<file path="config.mk">
export PLATFORM = sky130hd
export DESIGN_NAME = branch_redirect_unit
export DESIGN_NICKNAME = d
export VERILOG_FILES = /design/src/rtl/legv8_pkg.sv /design/src/rtl/cond_eval.sv /design/src/rtl/branch_redirect_unit.sv
export SDC_FILE = /design/constraint.sdc
export NUM_CORES = 1
export LEC_CHECK = 0
export CAP_MARGIN = 25
export CORE_ASPECT_RATIO = 0.7
export CORE_UTILIZATION = 42
export CTS_CLUSTER_DIAMETER = 30
export DETAILED_ROUTE_END_ITERATION = 12
export HOLD_SLACK_MARGIN = 0.1
export PLACE_DENSITY = 0.81
export SYNTH_ARGS = -nofsm -noshare
export SYNTH_HDL_FRONTEND = slang
export SYNTH_HIERARCHICAL = 1
export SYNTH_SLANG_ARGS = --single-unit
</file>
<file path="constraint.sdc">
create_clock -name clock -period 5.7 [get_ports clock]
set_input_delay 1.14 -clock clock [delete_from_list [all_inputs] [get_ports clock]]
set_output_delay 1.14 -clock clock [all_outputs]
set_load 0.05 [all_outputs]
</file>
<file path="src/rtl/legv8_pkg.sv">
// legv8_pkg: shared types and defaults for the LEGv8 branch redirect logic.
//   ADDR_W_DEFAULT - default PC/address width
//   br_kind_t      - EX-stage control-flow kind encoding (6..7 decode as NONE)
//   cond_t         - ARM/LEGv8 B.cond condition codes 0x0..0xF
//   state_t        - redirect sequencer states
package legv8_pkg;

  localparam int ADDR_W_DEFAULT = 64;

  typedef enum logic [2:0] {
    BR_NONE  = 3'd0,
    BR_B     = 3'd1,
    BR_CBZ   = 3'd2,
    BR_CBNZ  = 3'd3,
    BR_BCOND = 3'd4,
    BR_BR    = 3'd5
  } br_kind_t;

  typedef enum logic [3:0] {
    COND_EQ = 4'h0,
    COND_NE = 4'h1,
    COND_HS = 4'h2,
    COND_LO = 4'h3,
    COND_MI = 4'h4,
    COND_PL = 4'h5,
    COND_VS = 4'h6,
    COND_VC = 4'h7,
    COND_HI = 4'h8,
    COND_LS = 4'h9,
    COND_GE = 4'hA,
    COND_LT = 4'hB,
    COND_GT = 4'hC,
    COND_LE = 4'hD,
    COND_AL = 4'hE,
    COND_NV = 4'hF
  } cond_t;

  typedef enum logic [1:0] {
    ST_IDLE  = 2'd0,
    ST_FLUSH = 2'd1,
    ST_STALL = 2'd2
  } state_t;

endpackage

</file>
<file path="src/rtl/cond_eval.sv">
// cond_eval: combinational B.cond evaluator.
// Ports:
//   cond  [3:0] in  - condition code (cond_t)
//   flags [3:0] in  - NZCV, bit 3 = N, bit 0 = V
//   taken       out - condition holds for the given flags
// NV is treated the same as AL (always true).
module cond_eval
  import legv8_pkg::*;
(
  input  logic [3:0] cond,
  input  logic [3:0] flags,
  output logic       taken
);

  logic n_flag, z_flag, c_flag, v_flag;

  assign n_flag = flags[3];
  assign z_flag = flags[2];
  assign c_flag = flags[1];
  assign v_flag = flags[0];

  always_comb begin
    taken = 1'b0;
    case (cond_t'(cond))
      COND_EQ: taken = z_flag;
      COND_NE: taken = !z_flag;
      COND_HS: taken = c_flag;
      COND_LO: taken = !c_flag;
      COND_MI: taken = n_flag;
      COND_PL: taken = !n_flag;
      COND_VS: taken = v_flag;
      COND_VC: taken = !v_flag;
      COND_HI: taken = c_flag && !z_flag;
      COND_LS: taken = !c_flag || z_flag;
      COND_GE: taken = (n_flag == v_flag);
      COND_LT: taken = (n_flag != v_flag);
      COND_GT: taken = !z_flag && (n_flag == v_flag);
      COND_LE: taken = z_flag || (n_flag != v_flag);
      COND_AL: taken = 1'b1;
      COND_NV: taken = 1'b1;
      default: taken = 1'b0;
    endcase
  end

endmodule

</file>
<file path="src/rtl/branch_redirect_unit.sv">
// branch_redirect_unit: resolves LEGv8 control flow from EX and drives the PC
// control inputs (branch strobe, redirect target, stall), plus the pipeline
// flush and a busy indication. All outputs are registered.
// Ports:
//   clock, reset (sync, active-high)
//   ex_valid, ex_kind[2:0], ex_pc, ex_imm[25:0], ex_rt_zero, ex_reg_target,
//   ex_cond[3:0], ex_flags[3:0]   - EX-stage instruction and operands
//   id_load_use                   - ID-stage load-use stall request
//   branch                        - one-cycle redirect strobe
//   branchaddress                 - redirect target, holds while branch=0
//   stall, flush, busy            - PC hold, IF/ID+ID/EX squash, state!=IDLE
// Optional build macro BRANCH_STATS_EN adds saturating 32-bit counters
// stat_taken / stat_not_taken over resolved (non-wrong-path) branches.
module branch_redirect_unit
  import legv8_pkg::*;
#(
  parameter int ADDR_W         = ADDR_W_DEFAULT,
  parameter int FLUSH_CYCLES   = 2,
  parameter int LOADUSE_CYCLES = 1
) (
  input  logic              clock,
  input  logic              reset,
  input  logic              ex_valid,
  input  logic [2:0]        ex_kind,
  input  logic [ADDR_W-1:0] ex_pc,
  input  logic [25:0]       ex_imm,
  input  logic              ex_rt_zero,
  input  logic [ADDR_W-1:0] ex_reg_target,
  input  logic [3:0]        ex_cond,
  input  logic [3:0]        ex_flags,
  input  logic              id_load_use,
  output logic              branch,
  output logic [ADDR_W-1:0] branchaddress,
  output logic              stall,
  output logic              flush,
  output logic              busy
`ifdef BRANCH_STATS_EN
  ,
  output logic [31:0]       stat_taken,
  output logic [31:0]       stat_not_taken
`endif
);

  // Counters hold "remaining cycles minus one", so a sequence of N cycles
  // loads N-1 and exits when the counter reads zero.
  localparam logic [2:0] FLUSH_LOAD   = 3'(FLUSH_CYCLES - 1);
  localparam logic [2:0] LOADUSE_LOAD = 3'(LOADUSE_CYCLES - 1);

  state_t            state_reg;
  logic [2:0]        count_reg;

  logic              cond_taken;
  logic              resolved;
  logic              taken;
  logic [ADDR_W-1:0] target;
  logic [ADDR_W-1:0] imm26_ext;
  logic [ADDR_W-1:0] imm19_ext;
  logic              evaluate;
  logic              redirect;

  cond_eval u_cond_eval (
    .cond  (ex_cond),
    .flags (ex_flags),
    .taken (cond_taken)
  );

  assign imm26_ext = {{(ADDR_W-26){ex_imm[25]}}, ex_imm};
  assign imm19_ext = {{(ADDR_W-19){ex_imm[18]}}, ex_imm[18:0]};

  always_comb begin
    resolved = 1'b0;
    taken    = 1'b0;
    target   = ex_pc + (imm19_ext << 2);
    case (ex_kind)
      BR_B: begin
        resolved = 1'b1;
        taken    = 1'b1;
        target   = ex_pc + (imm26_ext << 2);
      end
      BR_CBZ: begin
        resolved = 1'b1;
        taken    = ex_rt_zero;
      end
      BR_CBNZ: begin
        resolved = 1'b1;
        taken    = !ex_rt_zero;
      end
      BR_BCOND: begin
        resolved = 1'b1;
        taken    = cond_taken;
      end
      BR_BR: begin
        resolved = 1'b1;
        taken    = 1'b1;
        target   = ex_reg_target & {{(ADDR_W-2){1'b1}}, 2'b00};
      end
      default: begin
        resolved = 1'b0;
        taken    = 1'b0;
      end
    endcase
  end

  // Anything arriving while flushing is wrong-path and must not resolve.
  // STALL still evaluates EX so a taken branch can preempt the bubble.
  assign evaluate = ex_valid && (state_reg != ST_FLUSH);
  assign redirect = evaluate && taken;

  always_ff @(posedge clock) begin
    if (reset) begin
      state_reg     <= ST_IDLE;
      count_reg     <= 3'd0;
      branch        <= 1'b0;
      branchaddress <= '0;
      stall         <= 1'b0;
      flush         <= 1'b0;
      busy          <= 1'b0;
    end else begin
      branch <= 1'b0;
      case (state_reg)
        ST_FLUSH: begin
          if (count_reg == 3'd0) begin
            state_reg <= ST_IDLE;
            flush     <= 1'b0;
            busy      <= 1'b0;
          end else begin
            count_reg <= count_reg - 3'd1;
          end
        end
        default: begin
          // IDLE and STALL share the redirect path; a taken branch always
          // wins over any stall, pending or newly requested.
          if (redirect) begin
            state_reg     <= ST_FLUSH;
            count_reg     <= FLUSH_LOAD;
            branch        <= 1'b1;
            branchaddress <= target;
            flush         <= 1'b1;
            stall         <= 1'b0;
            busy          <= 1'b1;
          end else if (state_reg == ST_STALL) begin
            // New load-use requests are ignored here; ID re-asserts.
            if (count_reg == 3'd0) begin
              state_reg <= ST_IDLE;
              stall     <= 1'b0;
              busy      <= 1'b0;
            end else begin
              count_reg <= count_reg - 3'd1;
            end
          end else if (id_load_use) begin
            state_reg <= ST_STALL;
            count_reg <= LOADUSE_LOAD;
            stall     <= 1'b1;
            busy      <= 1'b1;
          end
        end
      endcase
    end
  end

`ifdef BRANCH_STATS_EN
  always_ff @(posedge clock) begin
    if (reset) begin
      stat_taken     <= 32'd0;
      stat_not_taken <= 32'd0;
    end else if (evaluate && resolved) begin
      if (taken) begin
        if (stat_taken != 32'hFFFF_FFFF) stat_taken <= stat_taken + 32'd1;
      end else begin
        if (stat_not_taken != 32'hFFFF_FFFF) stat_not_taken <= stat_not_taken + 32'd1;
      end
    end
  end
`endif

endmodule

</file>
==> results.md, run 1 <==
- Endpoints failing hold: 0
- Synth area leader: dfxtp_1
- Die width: 156 um
- Cell Area, Synth: 6940 sq um
- Area share of xor/xnor cells in the synthesized design: 7.95%
- Top cells by area, synth: dfxtp_1 (21%), ha_1 (13%), a21oi_1 (7.1%)
- Total Power: 2.39 mW
- Drt pass-1 iters: 5
- Clk slew on worst S/H paths: 0.06 ns
- CP startpoint kind: input port
- Yosys synthesis warning count: 6
- Share of cells above drive strength 1: 5.70%
- Setup TNS: 0 ns
- Outcome: completed
- Largest family of logic cells by synthesized area: compound AO/OA/AOI/OAI gates
- Minimum clock period: 4.96 ns
- Setup violators final: 0
- Clock share of power: 28.0%
- Syn avg cell area: 7.38 sq um
- Register bit count reported by yosys: 73
- Switching share of power: 39.8%
- Drt total wl: 25200 um
- Instance count of the mapped netlist: 940
- Die Area: 17100 sq um
- Skew final: 0.00493 ns
- Drc violations: 0
- CTS root buf: clkbuf_16
- Post-DRT Antenna Nets: 0
- Deepest clock path buffer count: 2
- Post-synthesis simple-gate area fraction: 20.8%
- R2r setup slk: 3.73 ns
- Initial core utilization: 43.8%
- Total track usage: 29.1%
- Capturing point of the worst reg2reg path: branchaddress[56]
- Setup Buffers After CTS: 0
- WHS Endpoint: branchaddress[4]
- Grt ovf: 0
- WP data required: 5.91 ns
- Critical-path maximum fanout: 40
- Vias per Instance: 5.71
- Max FFs per register: 64
- Area growth syn-to-layout: 42.0%
- Fill cell total of the finished layout: 1429
- Worst-Skew Late Latency: 0.35 ns
- Gates resized, CTS repair: 0
- Post-DP HPWL: 20400 um
- Placer Congestion: 0.951
- Post-Synth Adder-Cell Area: 13.1%
- VDD IR max: 0.159 mV
- Post-synthesis mux area share: 0.144%
- Initial antenna violation count: 0
- Diode count: 0
- Worst-Margin Slew: 0.913 ns
- Comb pwr share: 47.6%
- Slew Viols, Final: 0
- Worst R2R Start: state_reg[1]
- Wire per inst: 18.3 um
- Achievable Freq: 0.202 GHz
- Post-synth top area share: 21.1%
- Hold path startpoint: branchaddress[4]
- Worst endpoint data arrival time: 5.17 ns
- DR vias: 7867
- Hold Path Depth: 2
- H-tree depth: 3
- I/O pin total: 238
- Psw: 952 uW
- Unrepaired setup endpoints after global routing: no
- Internal Power: 1.44 mW
- Leakage: 3.90 nW
- # rows: 38
- Core area: 15800 sq um
- Fin nets: 1395
- # port buffers: 235
- Ys async rst share: 0%
- Post-synth EDFFs: 0
- Critical Path End Type: register
- TritonCTS Sinks: 73
- Seq/Total Area, Yosys: 21.1%
- Critical path type: in2reg
- Sequential share of power: 24.4%
- Syn Nets: 1182
- Ys flop type: dfxtp_1
- Die Y: 110 um
- Vias in the first global route: 7034
- Initial drt markers: 655
- Power Density: 243 nW/um^2
- CTS buffer count: 9
- Hold Crit Class: reg2reg
- Slew margin rel.: 39.0%
- CTS tree: done
- Compound-Gate Fraction of Synth Area: 32.9%
- Area of the multi-input gates: 5200 sq um
- CTS Hold Buffers Added: 0
- Tcrit/Tclk final: 87.0%
- Storage element area: 1460 sq um
- Worst r2r path cells: 7
- Largest net degree at the start of global routing: 41
- Max cap viols: 0
- Synth unique cells: 72
- Hold WS: 0.450 ns
- Wire length of the first global-routing pass: 38000 um
[stage by stage]
| step | worst slack (ns) | cell area (sq um) | std cells | util (%) |
|---|---|---|---|---|
| 4_1_cts | 0.844 | 9850 | 1378 | 62.2 |
| 3_5_place_dp | 0.512 | 9510 | 1362 | 60.1 |
| 5_1_grt | 0.530 | 9850 | 1378 | 62.2 |
| 6_report | 0.741 | 9850 | 1378 | 62.2 |
| 2_1_floorplan | 0.719 | 6940 | 940 | - |
| 3_3_place_gp | 0.477 | 9490 | 1361 | 59.9 |
[power by group through the flow]
stage	Combinational [mW]	Clock (mW)	Sequential, mW
2_1_floorplan	0.553	0	0.750
4_1_cts	1.12	0.675	0.584
6_report	1.14	0.669	0.584
5_1_grt	1.22	0.696	0.589
3_3_place_gp	1.10	0	0.593
3_5_place_dp	1.11	0	0.595
[worst max-delay path: stages]
cell	delay, ns
clkdlybuf4s50_1	0.52
nand2b_1	0.23
nor2_1	0.20
nand2_1	0.07
nand2_1	0.11
buf_12	0.23
ha_1	0.28
a21oi_1	0.27
o21ai_1	0.14
a221o_1	0.39
a22o_1	0.23
a31o_1	0.22
and2_1	0.19
a21oi_2	0.27
nor3_1	0.14
a221oi_2	0.28
xor2_1	0.18
o21ai_1	0.07
[logic make-up after synthesis]
logic type                 after synthesis
adders and majority gates               72
muxes                                    1
DFF                                     73
and+or+nand+nor                        317
buffers and inverters                   70
AOI/OAI and AO/OA                      344
xor gates and xnor gates                63
[layer usage]
| layer | global-route usage (%) | routed length (um) |
|---|---|---|
| met1 | 44.4 | 12700 |
| met2 | 40.7 | 10100 |
| met3 | 7.45 | 2300 |
| met4 | 4.34 | 181 |
| met5 | 0 | 0 |
[synthesized netlist by cell type (all sizes together) (2+ instances only)]
cell and instances:
xnor2 37, a311oi 18, and2 5, o221ai 2
o21a 6, a221oi 3, nor2b 10, buf 12
a221o 5, o21ai 91, or2 2, a31oi 7
a32oi 5, o211ai 10, o21bai 12, nand3 19
a21o 25, xor2 26, nor2 99, a21boi 4
nand2 122, nand4 14, ha 71, a22oi 17
dfxtp 73, and3 9, nand2b 7, nor3 12
nor4 3, a21oi 103, and4 3, and3b 3
or3 6, o22ai 2, o31ai 2, inv 21
a22o 2, clkbuf 37, a211oi 22
[worst max-delay path by stage]
stage                        endpoint       start  cells after the start
floorplan           branchaddress[60]  ex_kind[1]                     15
global placement    branchaddress[60]  ex_kind[0]                     18
CTS                 branchaddress[60]  ex_kind[0]                     18
detailed placement  branchaddress[60]  ex_kind[0]                     18
finish              branchaddress[60]  ex_kind[0]                     18
global route        branchaddress[60]  ex_kind[0]                     18
[cell type report]
| class | count | share of cell area (%) |
|---|---|---|
| tap | 220 | 2.79 |
| sequential | 73 | 14.8 |
| timing repair buffer | 251 | 25.3 |
| inverter | 21 | 0.800 |
| multi-input combinational | 797 | 52.8 |
| clock buffer | 10 | 2.32 |
| clock inverter | 6 | 1.17 |
[cells in the final DEF (no fill, tap or decap), drive strengths merged, types with 12 or more instances in the layout]
master	count
nor3	12
a21oi	103
inv	22
buf	17
nand4	14
dfxtp	73
ha	71
a311oi	18
a211oi	22
nor2	99
o21ai	91
o21bai	12
xor2	26
nand3	19
clkdlybuf4s50	234
nand2	122
a22oi	17
a21o	25
xnor2	37
(Power assumes the default switching activity.)
==> run 2: changes to the inputs <==
--- a/config.mk
+++ b/config.mk
@@ -10,6 +10,7 @@
 export CORE_UTILIZATION = 42
 export CTS_CLUSTER_DIAMETER = 30
 export DETAILED_ROUTE_END_ITERATION = 12
+export GPL_TIMING_DRIVEN = 0
 export HOLD_SLACK_MARGIN = 0.1
 export PLACE_DENSITY = 0.81
 export SYNTH_ARGS = -nofsm -noshare
==> run 2 against run 1 <==
- global-route usage increased by 1.9 points
- critical path depth unchanged
- flip-flop and latch count unchanged
- sequential power about the same
- cell count increased by 2.2%
- cell area about the same
- total power decreased by 4.6%
- core utilization about the same
- register-to-register slack got worse by 0.69 ns
- count of clock-buffer cells in the layout decreased by 1
- worst hold slack improved by 0.014 ns
- clock skew increased by 0.0031 ns
- largest cell class unchanged
==> results.md, run 2 (synthesis gave the netlist of run 1 again) <==
- Outcome: completed
- WP data required: 5.92 ns (about the same)
- Slew Viols, Final: 0 (unchanged)
- Worst R2R Start: state_reg[1]
- Largest net degree at the start of global routing: 27 (-34%)
- Max FFs per register: 64 (unchanged)
- Deepest clock path buffer count: 2 (unchanged)
- I/O pin total: 238 (unchanged)
- H-tree depth: 3 (unchanged)
- Finished Core Util: 62.2% (about the same)
- TritonCTS Sinks: 73 (unchanged)
- DR vias: 8261 (+5.0%)
- Hold Path Depth: 2 (unchanged)
- Placer Congestion: 0.954 (+0.26%)
- Hold WS: 0.464 ns (+0.0137 ns)
- Max cap viols: 0 (unchanged)
- Worst-Skew Late Latency: 0.34 ns (about the same)
- Initial core utilization: 43.8% (unchanged)
- Wire per inst: 19.1 um (+4.3%)
- Placed Cells: 1393 (+2.3%)
- Fin nets: 1426 (+2.2%)
- Minimum clock period: 5.37 ns (+0.414 ns)
- Diode count: 0 (unchanged)
- CP startpoint: ex_kind[0]
- Capturing point of the worst reg2reg path: branchaddress[51]
- Worst r2r path cells: 7 (unchanged)
- Drt pass-1 iters: 5 (unchanged)
- Achievable Freq: 0.186 GHz (-7.7%)
- Critical path type: in2reg
- Core area: 15800 sq um (unchanged)
- Worst endpoint data arrival time: 5.59 ns (+0.42 ns)
- Drt total wl: 26900 um (+6.6%)
- Post-DP HPWL: 22200 um (+8.9%)
- Critical Path End Type: register
- Tcrit/Tclk final: 94.3% (+7.3 points)
- Commonest non-fill, non-tap cell in the layout: clkdlybuf4s50_1
- Vias in the first global route: 7210 (+2.5%)
- Initial antenna violation count: 0 (unchanged)
- CP startpoint kind: input port
- Area of the multi-input gates: 5200 sq um (-0.12%)
- Power Density: 232 nW/um^2 (-4.5%)
- Die Area: 17100 sq um (unchanged)
- Leakage: 3.87 nW (-0.71%)
- # port buffers: 232 (-1.3%)
- R2r setup slk: 3.04 ns (-0.69 ns)
- VDD IR max: 0.161 mV (+0.82%)
- Fill cell total of the finished layout: 1446 (+1.2%)
- Critical-path maximum fanout: 26 (-35%)
- Setup violators final: 0 (unchanged)
- Die Y: 110 um (unchanged)
- Vias per Instance: 5.86 (+2.7%)
- Hold Crit Class: reg2reg
- Total track usage: 30.9% (+1.9 points)
- Layout Cells excl Fill: 1409 (+2.2%)
- Most frequent cells in the layout: clkdlybuf4s50_1 (232), nand2_1 (120), nor2_1 (99)
- Total Power: 2.28 mW (-4.6%)
- CTS buffer count: 9 (unchanged)
- WHS Endpoint: branchaddress[0]
- Wire length of the first global-routing pass: 40200 um (+5.8%)
- Share of cells above drive strength 1: 5.05% (-0.65 points)
- Drc violations: 0 (unchanged)
- Die width: 156 um (unchanged)
- Area growth syn-to-layout: 41.9% (about the same)
- Worst-Margin Slew: 0.850 ns (-0.0627 ns)
- Storage element area: 1460 sq um (unchanged)
- Hold path startpoint: branchaddress[0]
- Clk slew on worst S/H paths: 0.07 ns (about the same)
- # rows: 38 (unchanged)
- Slew margin rel.: 43.3% (+4.3 points)
- CTS tree: done
- CTS root buf: clkbuf_16
- Unrepaired setup endpoints after global routing: no
- Endpoints failing hold: 0 (unchanged)
- Initial drt markers: 871 (+33%)
- CTS Hold Buffers Added: 0 (unchanged)
- Grt ovf: 0 (unchanged)
- Skew final: 0.00800 ns (+0.00307 ns)
- Post-DRT Antenna Nets: 0 (unchanged)
run 2: final cells by class:
cell class / instances / share of cell area [%]
Multi-Input combinational cell: 797 / 52.7
Timing Repair Buffer: 233 / 23.8
Sequential cell: 73 / 14.8
Tap cell: 220 / 2.79
Clock buffer: 9 / 2.29
Buffer: 49 / 2.11
Inverter: 21 / 0.800
Clock inverter: 7 / 0.597
run 2: how the worst max path moves through the flow:
| stage | cells after the start | to | slack (ns) |
|---|---|---|---|
| after global routing | 18 | branchaddress[60] | 0.06 |
| after detailed placement | 18 | branchaddress[60] | -0.13 |
| after CTS | 18 | branchaddress[60] | 0.21 |
| after floorplan | 15 | branchaddress[60] | 0.72 |
| final | 18 | branchaddress[60] | 0.33 |
| after global placement | 16 | branchaddress[60] | -0.65 |
run 2: per-layer routing:
layer / vias up / GRT usage [%] / wire [um]
li1: 3938 / - / -
met1: 3796 / 47.4 / 12700
met3: 45 / 6.54 / 3130
met4: 0 / 7.70 / 537
met2: 482 / 42.9 / 10500
met5: - / 0 / 0
run 2: worst max-delay path: stages:
cell             delay (ns)
clkdlybuf4s50_1        0.54
nand2b_1               0.21
o21ai_1                0.43
nand2_2                0.35
buf_16                 0.28
ha_1                   0.29
buf_2                  0.18
a21o_1                 0.18
o21bai_1               0.20
a221oi_2               0.34
o21ai_1                0.09
o21a_1                 0.14
a311o_1                0.36
a21oi_2                0.19
nor3_1                 0.14
a221oi_2               0.28
xor2_1                 0.17
o21ai_1                0.08
run 2: stage by stage:
step	area, sq um	TNS, ns	worst slack (ns)
6_report	9850	0	0.327
4_1_cts	9850	0	0.210
3_5_place_dp	9570	-0.152	-0.134
3_3_place_gp	9540	-9.16	-0.650
2_1_floorplan	6940	0	0.719
5_1_grt	9850	0	0.0551
run 2: report_power, final:
part	switching [mW]	total (mW)	internal, mW
logic	0.699	1.15	0.448
clock network	0.249	0.551	0.302
registers	0.0273	0.586	0.559
total	0.975	2.28	1.31
run 2: what timing repair did:
item                       CTS  global route
hold endpoints to repair     0             0
setup buffers                0             0
resized for setup            0             1
setup endpoints to repair    0             4
==> run 3: changes to the inputs <==
--- a/config.mk
+++ b/config.mk
@@ -5,6 +5,7 @@
 export SDC_FILE = /design/constraint.sdc
 export NUM_CORES = 1
 export LEC_CHECK = 0
+export ABC_AREA = 0
 export CAP_MARGIN = 25
 export CORE_ASPECT_RATIO = 0.7
 export CORE_UTILIZATION = 42
@@ -12,8 +13,7 @@
 export DETAILED_ROUTE_END_ITERATION = 12
 export GPL_TIMING_DRIVEN = 0
 export HOLD_SLACK_MARGIN = 0.1
-export PLACE_DENSITY = 0.81
+export PLACE_DENSITY = 0.79
 export SYNTH_ARGS = -nofsm -noshare
 export SYNTH_HDL_FRONTEND = slang
-export SYNTH_HIERARCHICAL = 1
 export SYNTH_SLANG_ARGS = --single-unit
==> constraint.sdc (replaced) <==
create_clock -name clock -period 6.1 [get_ports clock]
set_input_delay 1.22 -clock clock [delete_from_list [all_inputs] [get_ports clock]]
set_output_delay 1.22 -clock clock [all_outputs]
set_load 0.05 [all_outputs]
==> run 3 against run 2 <==
- worst hold slack lost 0.0072 ns
- register-to-register slack improved by 0.48 ns
- count of clock-buffer cells in the layout stayed put
- synthesized cell count rose by 10%
- flip-flop and latch count unchanged
- wire length up 7.0%
- critical path type unchanged
- highest routed layer unchanged
==> results.md, run 3 <==
- Grt ovf: 0 (unchanged)
- Diode count: 0 (unchanged)
- TritonCTS Sinks: 73 (unchanged)
- # rows: 40 (+5.3%)
- Syn Nets: 1270 (+7.4%)
- Vias per Instance: 5.86 (-0.13%)
- VDD IR max: 0.149 mV (-7.4%)
- CP startpoint kind: input port
- Fin nets: 1519 (+6.5%)
- Die Y: 114 um (+4.3%)
- H-tree depth: 3 (unchanged)
- Synth top cells by count: nand2_1 (149), nor2_1 (113), a21oi_1 (106)
- Drc violations: 0 (unchanged)
- Syn avg cell area: 7.31 sq um (-0.98%)
- Post-synth top area share: 19.3% (-1.7 points)
- Die width: 162 um (+4.3%)
- Wire length of the first global-routing pass: 44200 um (+9.8%)
- # port buffers: 233 (+0.43%)
- Hold Crit Class: reg2reg
- Vias in the first global route: 8106 (+12%)
- Ys async rst share: 0% (unchanged)
- Register bit count reported by yosys: 73 (unchanged)
- Initial core utilization: 43.5% (-0.31 points)
- Die Area: 18600 sq um (+8.8%)
- Max cap viols: 0 (unchanged)
- Most frequent cells in the layout: clkdlybuf4s50_1 (233), nand2_1 (149), nor2_1 (113)
- Critical Path End Type: register
- Power Density: 214 nW/um^2 (-7.8%)
- Hold path startpoint: branchaddress[0]
- CTS root buf: clkbuf_16
- Setup violators final: 0 (unchanged)
- I/O pin total: 238 (unchanged)
- Worst endpoint data arrival time: 6.02 ns (+0.43 ns)
- Post-synth EDFFs: 0 (unchanged)
- Largest net degree at the start of global routing: 21 (-22%)
- Capturing point of the worst reg2reg path: branchaddress[58]
- Ys flop type: dfxtp_1
- Post-DRT Antenna Nets: 0 (unchanged)
- Skew final: 0.00711 ns (-0.000881 ns)
- Worst-Margin Slew: 0.875 ns (+0.0253 ns)
- Worst R2R Start: state_reg[1]
- Count leader, synth: nand2_1
- Achievable Freq: 0.174 GHz
- Minimum clock period: 5.75 ns
- Finished Core Util: 60.8% (-1.4 points)
- Placer Congestion: 0.971 (+1.8%)
- Post-DP HPWL: 23200 um (+4.6%)
- Instance count of the mapped netlist: 1034 (+10%)
- Seq/Total Area, Yosys: 19.3% (-1.7 points)
- Slew Viols, Final: 0 (unchanged)
- Initial antenna violation count: 0 (unchanged)
- Commonest non-fill, non-tap cell in the layout: clkdlybuf4s50_1
- R2r setup slk: 3.52 ns (+0.48 ns)
- CTS tree: done
- CTS Hold Buffers Added: 0 (unchanged)
- Yosys synthesis warning count: 0 (-6)
- Layout Cells excl Fill: 1519 (+7.8%)
- Drt total wl: 28800 um (+7.0%)
- Cell Area, Synth: 7560 sq um (+8.9%)
- Critical path type: in2reg
- Critical-path maximum fanout: 20 (-23%)
- Total track usage: 30.6% (-0.36 points)
- Clk slew on worst S/H paths: 0.07 ns (about the same)
- Area growth syn-to-layout: 39.7%
- Synth unique cells: 83 (+15%)
- Core area: 17400 sq um (+9.7%)
- Endpoints failing hold: 0 (unchanged)
- CP startpoint: ex_kind[0]
- Drt pass-1 iters: 5 (unchanged)
- Synth area leader: dfxtp_1
- Leakage: 4.18 nW (+8.0%)
- DR vias: 8894 (+7.7%)
- Wire per inst: 19.0 um (-0.76%)
- Worst-Skew Late Latency: 0.35 ns (about the same)
- Placed Cells: 1499 (+7.6%)
- Critical path endpoint: branchaddress[49]
- Initial drt markers: 896 (+2.9%)
- Deepest clock path buffer count: 2 (unchanged)
- Share of cells above drive strength 1: 6.60% (+1.6 points)
- Top cells by area, synth: dfxtp_1 (19%), ha_1 (11%), nand2_1 (7.4%)
- CTS buffer count: 9 (unchanged)
- WP data required: 6.37 ns (+0.45 ns)
- Tcrit/Tclk final: 94.3%
- Outcome: completed
- Worst r2r path cells: 8 (+1)
- Max FFs per register: 64 (unchanged)
- Unrepaired setup endpoints after global routing: no
- Slew margin rel.: 41.0% (-2.3 points)
==> run 3: metrics by stage <==
step	cell area [sq um]	total power [mW]	setup WS, ns	setup TNS [ns]	hold WS (ns)
after floorplan	7560	1.31	1.09	0	0.447
after global placement	10200	1.69	-1.44	-37.09	0.443
after detailed placement	10200	1.70	-1.24	-30.62	0.449
after CTS	10500	2.24	0.114	0	0.459
after global routing	10600	2.37	0.0197	0	0.476
final	10600	2.26	0.346	0	0.457
==> run 3: cells by family (layout without fill, tap and decap cells) <==
group	after synthesis	count (layout)	synth area share [%]
buf+inv	90	344	6.44
flops	73	73	19.3
compound gates	357	357	32.4
xor+xnor	53	53	6.14
mux	7	7	0.927
fa+ha+maj	66	66	11.0
simple gates	388	388	23.7
==> run 3: area by class of cell <==
class                           count  area, sq um
Sequential cell                    73         1460
Fill cell                        1602         6810
Inverter                           23         90.1
Multi-Input combinational cell    871         5630
Clock buffer                        9          225
Clock inverter                      7         61.3
Buffer                             67          400
Tap cell                          231          289
Timing Repair Buffer              238         2400
==> run 3: worst max-delay path, cell delays in order <==
cell and delay [ns]:
clkdlybuf4s50_1 0.55, nor3b_4 0.25, buf_12 0.16, nand2b_1 0.23
a21boi_4 0.37, clkinvlp_4 0.13, buf_4 0.16, buf_16 0.16
ha_1 0.27, buf_2 0.18, and4_1 0.23, nand3_1 0.20
nor3_1 0.13, o2111a_1 0.14, a311oi_2 0.38, nand4_1 0.41
a31oi_1 0.35, xnor2_1 0.15, nand2_1 0.08, a311oi_1 0.24
==> run 3: where the power goes <==
part / internal [mW] / total (mW) / switching (mW)
sequential: 0.523 / 0.552 / 0.0283
combinational: 0.467 / 1.17 / 0.703
clock: 0.284 / 0.534 / 0.250
==> run 3: routing by layer <==
metal / track usage, % / routed length, um
met4: 6.42 / 445
met1: 45.2 / 13800
met5: 0 / 0
met2: 45.0 / 11900
met3: 6.34 / 2660
==> run 3: worst min-delay path by stage <==
stage,cells past startpoint,slack (ns),endpoint
floorplan,2,0.45,count_reg[0]
finish,2,0.46,branchaddress[0]
global placement,2,0.44,branchaddress[58]
global route,2,0.48,branchaddress[1]
detailed placement,2,0.45,branchaddress[1]
CTS,2,0.46,branchaddress[1]
==> run 3: timing repair <==
| action | 4_1_cts | 5_1_grt |
|---|---|---|
| endpoints found under the setup margin | 33 | 19 |
| resized for setup | 4 | 1 |
| setup buffers | 2 | 2 |
